===== src/rtl/fpu_writeback_pkg.sv =====
// Shared FP writeback definitions: ftype encodings, fflags bit positions,
// entry field widths and the result-routing helper.
package fpu_writeback_pkg;

  localparam int unsigned DEF_FLEN  = 32;
  localparam int unsigned DEF_XLEN  = 64;
  localparam int unsigned DEF_DEPTH = 2;

  localparam int unsigned FTYPE_W  = 5;
  localparam int unsigned RD_W     = 5;
  localparam int unsigned FFLAGS_W = 5;

  localparam int unsigned FFLAG_NV = 4;
  localparam int unsigned FFLAG_DZ = 3;
  localparam int unsigned FFLAG_OF = 2;
  localparam int unsigned FFLAG_UF = 1;
  localparam int unsigned FFLAG_NX = 0;

  typedef enum logic [FTYPE_W-1:0] {
    FT_FADD     = 5'd0,
    FT_FSUB     = 5'd1,
    FT_FMUL     = 5'd2,
    FT_FDIV     = 5'd3,
    FT_FSQRT    = 5'd4,
    FT_FMADD    = 5'd5,
    FT_FMSUB    = 5'd6,
    FT_FNMSUB   = 5'd7,
    FT_FNMADD   = 5'd8,
    FT_FCVT_W   = 5'd9,
    FT_FCVT_WU  = 5'd10,
    FT_FCVT_L   = 5'd11,
    FT_FCVT_LU  = 5'd12,
    FT_FSGNJ    = 5'd13,
    FT_FSGNJN   = 5'd14,
    FT_FSGNJX   = 5'd15,
    FT_FMIN     = 5'd16,
    FT_FMAX     = 5'd17,
    FT_FCVT_S_X = 5'd18,
    FT_FMV_W_X  = 5'd19,
    FT_FEQ      = 5'd20,
    FT_FLT      = 5'd21,
    FT_FLE      = 5'd22,
    FT_FCLASS   = 5'd23
  } ftype_e;

  typedef enum logic [1:0] {
    DEST_NONE = 2'd0,
    DEST_FP   = 2'd1,
    DEST_INT  = 2'd2
  } wb_dest_e;

  function automatic wb_dest_e ft_dest(input logic [FTYPE_W-1:0] ftype);
    wb_dest_e d;
    d = DEST_NONE;
    case (ftype) inside
      [FT_FADD:FT_FNMADD], [FT_FSGNJ:FT_FMV_W_X]: d = DEST_FP;
      [FT_FCVT_W:FT_FCVT_LU], [FT_FEQ:FT_FCLASS]: d = DEST_INT;
      default:                                    d = DEST_NONE;
    endcase
    return d;
  endfunction

endpackage


===== src/rtl/fpu_writeback_if.sv =====
// Execute-to-writeback result bus and register-file write ports.
interface fpu_writeback_if
  import fpu_writeback_pkg::*;
#(
  parameter int unsigned FLEN = DEF_FLEN,
  parameter int unsigned XLEN = DEF_XLEN
);
  logic                in_valid;
  logic                in_ready;
  logic [FTYPE_W-1:0]  in_ftype;
  logic [RD_W-1:0]     in_rd;
  logic [FLEN-1:0]     in_farith;
  logic [31:0]         in_wconv;
  logic [63:0]         in_lconv;
  logic                in_cmp;
  logic [XLEN-1:0]     in_class;
  logic [FFLAGS_W-1:0] in_flags;

  logic                fp_wb_valid;
  logic [RD_W-1:0]     fp_wb_rd;
  logic [FLEN-1:0]     fp_wb_data;
  logic                int_wb_valid;
  logic [RD_W-1:0]     int_wb_rd;
  logic [XLEN-1:0]     int_wb_data;
  logic                wb_ready;

  modport slave (
    input  in_valid, in_ftype, in_rd, in_farith, in_wconv, in_lconv,
           in_cmp, in_class, in_flags, wb_ready,
    output in_ready, fp_wb_valid, fp_wb_rd, fp_wb_data,
           int_wb_valid, int_wb_rd, int_wb_data
  );

  modport master (
    output in_valid, in_ftype, in_rd, in_farith, in_wconv, in_lconv,
           in_cmp, in_class, in_flags, wb_ready,
    input  in_ready, fp_wb_valid, fp_wb_rd, fp_wb_data,
           int_wb_valid, int_wb_rd, int_wb_data
  );
endinterface


===== src/rtl/fpu_wb_fifo.sv =====
// Generic DEPTH-entry synchronous FIFO with flush; occupancy count drives full/empty.
module fpu_wb_fifo #(
  parameter int unsigned WIDTH = 8,
  parameter int unsigned DEPTH = 2
) (
  input  logic                     clk,
  input  logic                     rst,
  input  logic                     flush,
  input  logic                     push,
  input  logic [WIDTH-1:0]         wdata,
  input  logic                     pop,
  output logic [WIDTH-1:0]         rdata,
  output logic                     full,
  output logic [$clog2(DEPTH):0]   count
);
  localparam int unsigned AW = $clog2(DEPTH);
  localparam int unsigned CW = AW + 1;

  logic [WIDTH-1:0] mem [DEPTH];
  logic [AW-1:0]    wr_ptr;
  logic [AW-1:0]    rd_ptr;
  logic             do_push;
  logic             do_pop;

  assign full    = (count == CW'(DEPTH));
  assign do_push = push && !full;
  assign do_pop  = pop && (count != '0);
  assign rdata   = mem[rd_ptr];

  always_ff @(posedge clk) begin
    if (rst || flush) begin
      wr_ptr <= '0;
      rd_ptr <= '0;
      count  <= '0;
    end else begin
      if (do_push) wr_ptr <= wr_ptr + AW'(1);
      if (do_pop)  rd_ptr <= rd_ptr + AW'(1);
      case ({do_push, do_pop})
        2'b10:   count <= count + CW'(1);
        2'b01:   count <= count - CW'(1);
        default: count <= count;
      endcase
    end
  end

  always_ff @(posedge clk) begin
    if (do_push && !rst && !flush) mem[wr_ptr] <= wdata;
  end
endmodule


===== src/rtl/fpu_writeback.sv =====
// FP writeback stage: formats execute results at enqueue, buffers them, routes the
// head to the FP or integer regfile port and accrues sticky fflags on commit.
module fpu_writeback
  import fpu_writeback_pkg::*;
#(
  parameter int unsigned FLEN  = DEF_FLEN,
  parameter int unsigned XLEN  = DEF_XLEN,
  parameter int unsigned DEPTH = DEF_DEPTH
) (
  input  logic                clk,
  input  logic                rst,
  input  logic                flush,
  fpu_writeback_if.slave      bus,
  input  logic                csr_we,
  input  logic [FFLAGS_W-1:0] csr_wdata,
  output logic [FFLAGS_W-1:0] fflags
);
  localparam int unsigned CW = $clog2(DEPTH) + 1;

  typedef struct packed {
    logic                is_int;
    logic [RD_W-1:0]     rd;
    logic [XLEN-1:0]     data;
    logic [FFLAGS_W-1:0] flags;
  } wb_entry_t;

  wb_entry_t     in_entry;
  wb_entry_t     head;
  wb_dest_e      dest;
  logic          full;
  logic          push;
  logic          deq;
  logic          head_valid;
  logic [CW-1:0] count;

  always_comb begin
    dest            = ft_dest(bus.in_ftype);
    in_entry        = '0;
    in_entry.is_int = (dest == DEST_INT);
    in_entry.rd     = bus.in_rd;
    in_entry.flags  = bus.in_flags;
    case (bus.in_ftype) inside
      FT_FCVT_W, FT_FCVT_WU: in_entry.data = XLEN'($signed(bus.in_wconv));
      FT_FCVT_L, FT_FCVT_LU: in_entry.data = XLEN'(bus.in_lconv);
      [FT_FEQ:FT_FLE]:       in_entry.data = XLEN'(bus.in_cmp);
      FT_FCLASS:             in_entry.data = bus.in_class;
      default:               in_entry.data = XLEN'(bus.in_farith);
    endcase
  end

  // Reserved ftypes are handshaken but never stored, so their flags vanish.
  assign bus.in_ready = !full;
  assign push         = bus.in_valid && !full && !flush && (dest != DEST_NONE);
  assign head_valid   = (count != '0);
  assign deq          = head_valid && bus.wb_ready && !flush;

  fpu_wb_fifo #(
    .WIDTH ($bits(wb_entry_t)),
    .DEPTH (DEPTH)
  ) u_fifo (
    .clk   (clk),
    .rst   (rst),
    .flush (flush),
    .push  (push),
    .wdata (in_entry),
    .pop   (deq),
    .rdata (head),
    .full  (full),
    .count (count)
  );

  assign bus.fp_wb_valid  = head_valid && !head.is_int;
  assign bus.int_wb_valid = head_valid &&  head.is_int;
  assign bus.fp_wb_rd     = bus.fp_wb_valid  ? head.rd              : '0;
  assign bus.fp_wb_data   = bus.fp_wb_valid  ? head.data[FLEN-1:0]  : '0;
  assign bus.int_wb_rd    = bus.int_wb_valid ? head.rd              : '0;
  assign bus.int_wb_data  = bus.int_wb_valid ? head.data            : '0;

  // CSR write and commit merge so a same-cycle commit is never overwritten.
  always_ff @(posedge clk) begin
    if (rst) fflags <= '0;
    else     fflags <= (csr_we ? csr_wdata : fflags) | (deq ? head.flags : '0);
  end
endmodule

===== src/flat_wrapper.sv =====
// flat-port wrapper written by rule: the top's interface ports become plain ports
module fpu_writeback_flat import fpu_writeback_pkg::*;
#(
  parameter int unsigned FLEN  = DEF_FLEN,
  parameter int unsigned XLEN  = DEF_XLEN,
  parameter int unsigned DEPTH = DEF_DEPTH
)
  (clk, rst, flush, csr_we, csr_wdata, fflags, bus_in_valid, bus_in_ftype, bus_in_rd, bus_in_farith, bus_in_wconv, bus_in_lconv, bus_in_cmp, bus_in_class, bus_in_flags, bus_wb_ready, bus_in_ready, bus_fp_wb_valid, bus_fp_wb_rd, bus_fp_wb_data, bus_int_wb_valid, bus_int_wb_rd, bus_int_wb_data);
  fpu_writeback_if #(.FLEN(FLEN), .XLEN(XLEN)) bus_i ();
  input  logic clk;
  input  logic rst;
  input  logic flush;
  input  logic csr_we;
  input  logic [FFLAGS_W-1:0] csr_wdata;
  output logic [FFLAGS_W-1:0] fflags;
  input wire logic [$bits(bus_i.in_valid)-1:0] bus_in_valid;
  input wire logic [$bits(bus_i.in_ftype)-1:0] bus_in_ftype;
  input wire logic [$bits(bus_i.in_rd)-1:0] bus_in_rd;
  input wire logic [$bits(bus_i.in_farith)-1:0] bus_in_farith;
  input wire logic [$bits(bus_i.in_wconv)-1:0] bus_in_wconv;
  input wire logic [$bits(bus_i.in_lconv)-1:0] bus_in_lconv;
  input wire logic [$bits(bus_i.in_cmp)-1:0] bus_in_cmp;
  input wire logic [$bits(bus_i.in_class)-1:0] bus_in_class;
  input wire logic [$bits(bus_i.in_flags)-1:0] bus_in_flags;
  input wire logic [$bits(bus_i.wb_ready)-1:0] bus_wb_ready;
  output wire logic [$bits(bus_i.in_ready)-1:0] bus_in_ready;
  output wire logic [$bits(bus_i.fp_wb_valid)-1:0] bus_fp_wb_valid;
  output wire logic [$bits(bus_i.fp_wb_rd)-1:0] bus_fp_wb_rd;
  output wire logic [$bits(bus_i.fp_wb_data)-1:0] bus_fp_wb_data;
  output wire logic [$bits(bus_i.int_wb_valid)-1:0] bus_int_wb_valid;
  output wire logic [$bits(bus_i.int_wb_rd)-1:0] bus_int_wb_rd;
  output wire logic [$bits(bus_i.int_wb_data)-1:0] bus_int_wb_data;
  assign bus_i.in_valid = bus_in_valid;
  assign bus_i.in_ftype = bus_in_ftype;
  assign bus_i.in_rd = bus_in_rd;
  assign bus_i.in_farith = bus_in_farith;
  assign bus_i.in_wconv = bus_in_wconv;
  assign bus_i.in_lconv = bus_in_lconv;
  assign bus_i.in_cmp = bus_in_cmp;
  assign bus_i.in_class = bus_in_class;
  assign bus_i.in_flags = bus_in_flags;
  assign bus_i.wb_ready = bus_wb_ready;
  assign bus_in_ready = bus_i.in_ready;
  assign bus_fp_wb_valid = bus_i.fp_wb_valid;
  assign bus_fp_wb_rd = bus_i.fp_wb_rd;
  assign bus_fp_wb_data = bus_i.fp_wb_data;
  assign bus_int_wb_valid = bus_i.int_wb_valid;
  assign bus_int_wb_rd = bus_i.int_wb_rd;
  assign bus_int_wb_data = bus_i.int_wb_data;
  fpu_writeback #(.FLEN(FLEN), .XLEN(XLEN), .DEPTH(DEPTH)) u_core (.clk(clk), .rst(rst), .flush(flush), .bus(bus_i), .csr_we(csr_we), .csr_wdata(csr_wdata), .fflags(fflags));
endmodule

===== config.mk =====
export PLATFORM = sky130hd
export DESIGN_NAME = fpu_writeback_flat
export DESIGN_NICKNAME = d
export VERILOG_FILES = /design/src/rtl/fpu_writeback_pkg.sv /design/src/rtl/fpu_writeback_if.sv /design/src/rtl/fpu_wb_fifo.sv /design/src/rtl/fpu_writeback.sv /design/src/flat_wrapper.sv
export SDC_FILE = /design/constraint.sdc
export NUM_CORES = 1
export LEC_CHECK = 0
export ABC_AREA = 1
export CAP_MARGIN = 10
export CORE_ASPECT_RATIO = 1.1
export CORE_MARGIN = 2
export CORE_UTILIZATION = 48
export CTS_CLUSTER_DIAMETER = 150
export CTS_CLUSTER_SIZE = 8
export DETAILED_ROUTE_END_ITERATION = 16
export HOLD_SLACK_MARGIN = 0.08
export PLACE_DENSITY = 0.86
export SLEW_MARGIN = 25
export SYNTH_ARGS = -nofsm -noshare
export SYNTH_HDL_FRONTEND = slang
export SYNTH_HIERARCHICAL = 1
export SYNTH_SLANG_ARGS = --single-unit

===== constraint.sdc =====
create_clock -name clk -period 15.15 [get_ports clk]
set_clock_uncertainty 0.1 [all_clocks]
set_input_delay 1.515 -clock clk [delete_from_list [all_inputs] [get_ports clk]]
set_output_delay 1.515 -clock clk [all_outputs]
set_load 0.01 [all_outputs]

# --- After elaboration in Yosys (flattened, before gate mapping) ---
# Memory sizes are Yosys's and may differ from the RTL's. A register that Yosys moved wholly into a read port is not among the register bits.
# Index checks and enable logic that the tools add are counted.
word_totals:
  regBits: 9
  mem_bits_rw: 150
  in_bits: 219
  output_inout_bits: 114
  elab_cells: 73
  mem_count: 1
memory_table:
  columns: ["memory", "depth", "word_bits", "read_ports", "rd_ports_with_merged_regs", "write_ports", "line", "source"]
  rows:
  - ["u_core.u_fifo.mem", 2, 75, 1, 1, 1, "fpu_wb_fifo.sv:19", "logic [WIDTH-1:0] mem [DEPTH];"]
op_classes:
  n_addsub: 4
  n_lt_le_gt_ge: 9
  n_eq_ne: 9
  muxes: 17
  bitwise_logic: 1
  n_reduce_logical: 28
op_table:
  columns: ["operator", "count"]
  rows:
  - ["$mux W64", 5]
  - ["$mux W32", 1]
  - ["$eq A5 B4 Y1 const B", 4]
  - ["$mux W5", 4]
  - ["$logic_and A1 B1 Y1", 16]
  - ["$le A5 B5 Y1 const B", 3]
  - ["$ge A5 B4 Y1 const B", 2]
  - ["$le A5 B4 Y1 const B", 2]
  - ["$reduce_or A2 Y1", 4]
  - ["$eq A2 B2 Y1 const B", 3]
  - ["$reduce_bool A2 Y1", 3]
  - ["$eq A5 B5 Y1 const B", 1]
  - ["$ge A5 B1 Y1 const B", 1]
  - ["$ge A5 B5 Y1 const B", 1]
  - ["$or A5 B5 Y5", 1]
  - ["$logic_not A1 Y1", 4]
  - ["$mux W1", 4]
  - ["$mux W2", 2]
  - ["$pmux W2 S2", 1]
  - ["$add A1 B1 Y1 const B", 2]
  - ["$add A2 B1 Y2 const B", 1]
  - ["$eq A2 B1 Y1 const B", 1]
  - ["$sub A2 B1 Y2 const B", 1]
  - ["$logic_or A1 B1 Y1", 1]

# --- Longest topological paths before layout ---
logic_depth:
  word_depth: 12
  depth_mapped: 12
  mapped_depth_nobuf: 12

# --- Cells and area by module ---
# The synthesis kept the hierarchy.
by_module_without_submodules:
  columns: ["mod", "n_inst", "cells_per_inst", "area_each_um2", "seq_area_each_um2"]
  rows:
  - ["fpu_wb_fifo", 1, 271, 5863.1, 4604.4]
  - ["fpu_writeback", 1, 601, 2696.3, 100.1]

# --- Worst setup path after synthesis ---
# No wires, ideal clock.
synth_path:
  path_type: "input -> register"
  startpoint: "in bus_in_ftype[3]"
  endpoint: "mem u_core/u_fifo/mem[1][0] (netlist name) (enable)"
  setup_ns: 0.601
  arrival_ns: 6.990
  required_ns: 14.449
  slack_ns: 7.459
  path_stages: 3
  n_path_buf: 0
  cell_sequence: "a211oi_1 -> o21ai_2 -> nor3_1"
synth_via:
  elab_chain_cells: 12
  elab_cells_between_ends: 23
  classes_between: "8 x order compare; 4 x mux; 11 x reduce/logical"
synth_rtl:
  columns: ["item", "line", "source"]
  rows:
  - ["start: declaration", "flat_wrapper.sv:17", "input wire logic [$bits(bus_i.in_ftype)-1:0] bus_in_ftype;"]
  - ["$ge A5 B5 Y1 (implied by the code), or another cell as far along", "fpu_writeback.sv:37", "dest = ft_dest(bus.in_ftype);"]
  - ["$logic_and A1 B1 Y1 (implied by the code)", "fpu_writeback.sv:37", null]
  - ["$reduce_or A2 Y1", "fpu_writeback_pkg.sv:55", "case (ftype) inside"]
  - ["$mux W2", "fpu_writeback_pkg.sv:55", null]
  - ["$mux W2 (*)", "fpu_writeback_pkg.sv:55", null]
  - ["$reduce_bool A2 Y1 (*)", "fpu_writeback.sv:53", "assign push = bus.in_valid && !full && !flush && (dest != DEST_NONE);"]
  - ["$logic_and A1 B1 Y1 (*)", "fpu_writeback.sv:53", null]
  - ["$logic_and A1 B1 Y1 (*)", "fpu_wb_fifo.sv:26", "assign do_push = push && !full;"]
  - ["$logic_and A1 B1 Y1 (*) (2 in series)", "fpu_wb_fifo.sv:47", "if (do_push && !rst && !flush) mem[wr_ptr] <= wdata;"]
  - ["$mux W1 (*)", "fpu_wb_fifo.sv:47", null]
  - ["$mux W1 (implied by the code) (*)", "fpu_wb_fifo.sv:47", null]
  - ["end: declaration", "fpu_wb_fifo.sv:19", null]
# Every way passes the cells marked *; elsewhere a longest branch is shown, timed or not.

==> results.toml <==
[clock_tree]
clk_sink_count = 160
cts-htree-levels = 4
tritoncts.num_buffers = 17
post-cts-setup-buffers = 0
clock_insertion_delay_worst_skew_ns = 0.42
count_of_cells_resized_by_post_cts_repair = 0
cts-root-buf = "clkbuf_16"
cts.reportedPaths.clkPinSlew_ns = 0.06
post_cts_hold_buffer_count = 0
tritoncts = "built"
cts-root-to-sink-buffers = 2

[sta]
post-route-period-util = 0.323
setup_total_neg_slack_ns = 0
tightestPinTransition_ns = 0.808
min_period_ns = 4.90
maxClockFrequency_mhz = 204
timing.final.ws_setup_ns = 10.25
count_of_endpoints_failing_setup_in_the_final_report = 0
hold_violations = 0
worst_slew_margin_rel = 0.461
holdWs_ns = 0.406
rsz0062_at_grt = "false"
final_number_of_max_transition_violations = 0

[die]
ios = 333
floorplan.initialDensity = 0.486
fp-row-count = 51
fp.dieW_um = 131
fp.dieArea_um2 = 18900
die_h_um = 144
coreArea_um2 = 17600

[global_route]
first_pass_grt_wire_length_mm = 35.9
grt_max_degree = 66
grt_pass1_vias = 6999
grt.total_usage = 0.247
grt_antenna_before_repair = 3
grt_overflow_total = 0

[critical_path]
cp-end-kind = "primary output"
worst_r2r_startpoint = "u_core/u_fifo/count[0]"
timing.critical_path.from_type = "flop"
worst-endpoint-required_ns = 13.54
timing.setup.critical_path_class = "flop to primary output"
reg2reg_to = "u_core/u_fifo/mem[0][57]"
r2r_setup_slack_ns = 12.65
r2r.worst_path.cells = 7
crit_arrival_ns = 3.28
crit_fanout = 48

[synth]
syn-mean-instance-area_um2 = 9.82
synth-seq-area-share = 0.550
syn-cell-area_um2 = 8560
synth_top_area_frac = 0.526
synth_area_leaders = "edfxtp_1, nand2_1, mux2_4"
synth.largest_area_cell = "edfxtp_1"
synth-seq-cells = 160
synth.yosys.warnings = 6
syn-instance-count = 872
synthesized_nets = 1092
netlist-cell-type-count = 29

[placement]
numPortBuffers = 332
pre_cts_setup_slack_ns = 10.62
place_inst = 1404
place_congestion = 0.801
dp_hpwl_mm = 17.2

[cells_and_area]
finish.cell_count_without_fillers = 1440
drive_gt1_frac = 0.133
final_cell_mix = "clkdlybuf4s50_1, nand2_1, nor2_1, edfxtp_1, inv_1"
finish.net_count = 1406
area.growth.synth_to_final_pct = 47.3
commonest_non_fill_non_tap_cell_in_the_layout = "clkdlybuf4s50_1"

[worst_hold_path]
min_to = "u_core/u_fifo/wr_ptr"
min-delay-path-class = "flop to flop"
worst_hold_startpoint = "u_core/u_fifo/wr_ptr"
whs_path_depth = 2

[detailed_routing]
viasPerCell = 5.03
drt_first_iter_violations = 500
antenna_violating_nets_post_route = 0
drt-pass1-iter-count = 6
drc = 0
totalWireLength_mm = 24.2
route.detailed.wl_per_inst_um = 16.8
dr_total_vias = 7238

[outcome]
status = "completed"

[power]
power.leakage_uw = 0.00521
pwr_density_cell_nw_per_um2 = 82.8
ir_worst_vdd_mv = 0.0763
total_power_uw = 1040

[run]
number_of_max_cap_violations = 0
==> routing by layer <==
layer | routed length, µm | up-vias | global-route usage
met5 | 0 | - | 0
met4 | 728 | 0 | 0.110
met3 | 1820 | 45 | 0.0596
met2 | 12800 | 327 | 0.460
met1 | 8850 | 3370 | 0.271
li1 | - | 3496 | -
==> cell usage after synthesis <==
master    number
nor2_1       158
a211oi_1       1
nand3_1       38
o21ai_2        1
a31o_2         1
buf_4          4
clkinv_1       1
edfxtp_1     150
buf_2         22
nor3_1         2
ha_1           1
nand2_2        2
nand2_1      213
clkbuf_1       9
nor2_2         1
inv_2          3
nand4_1        1
nor3b_1        1
nor2_4         1
o21ai_0        7
mux2i_1        5
buf_6          9
a21oi_1       38
dfxtp_1       10
buf_1          3
mux2_4        50
inv_1         87
a21oi_2       28
mux2_2        25
==> sequential cells by signal (all words and copies together), names as in the netlist, named ones only <==
signal / flops
u_core/u_fifo/wr_ptr: 1
u_core/u_fifo/rd_ptr: 1
u_core/fflags: 5
u_core/u_fifo/count: 2
u_core/u_fifo/mem: 150
==> critical path: stages, from the launching register on <==
cell             delay (ns)
dfxtp_4                0.71
mux2_2                 0.41
inv_1                  0.06
nor2_1                 0.05
inv_2                  0.37
buf_4                  0.54
nor2_1                 0.14
clkdlybuf4s50_1        0.52
==> report_power, final <==
| group | switching, µW | internal [µW] |
|---|---|---|
| Combinational | 50.3 | 76.3 |
| Sequential | 1.82 | 492 |
| Clock | 174 | 249 |
==> logic make-up after synthesis <==
family          share of synthesized area
mux                                 0.126
compound gates                     0.0579
fa+ha+maj                         0.00146
simple gates                        0.191
flops                               0.550
buf+inv                            0.0734
==> worst max-delay path by stage <==
stage,startpoint,to,slack [ns],cells after the start
after floorplan,bus_in_ftype[3],u_core/u_fifo/mem[1][0],7.46,3
after global placement,bus_in_ftype[3],u_core/u_fifo/mem[0][30],10.68,5
after detailed placement,rst,u_core/u_fifo/mem[0][38],10.62,5
after CTS,flop,bus_int_wb_data[26],10.16,7
after global routing,flop,bus_int_wb_data[26],10.06,7
final,flop,bus_int_wb_data[26],10.25,7
==> per-stage QoR <==
| stage | util | cell area, µm² |
|---|---|---|
| after floorplan | - | 8560 |
| after global placement | 0.680 | 12000 |
| after detailed placement | 0.680 | 12000 |
| after CTS | 0.714 | 12600 |
| after global routing | 0.716 | 12600 |
| final | 0.716 | 12600 |
==> cell type report <==
class	count	area, µm²
Fill cell	1283	5000
Sequential cell	160	4710
Timing Repair Buffer	342	3420
Multi-Input combinational cell	574	3240
Clock buffer	18	439
Inverter	91	342
Tap cell	238	298
Clock inverter	14	155
Antenna cell	3	7.51
Note: power is estimated with default switching activity, not from simulation.
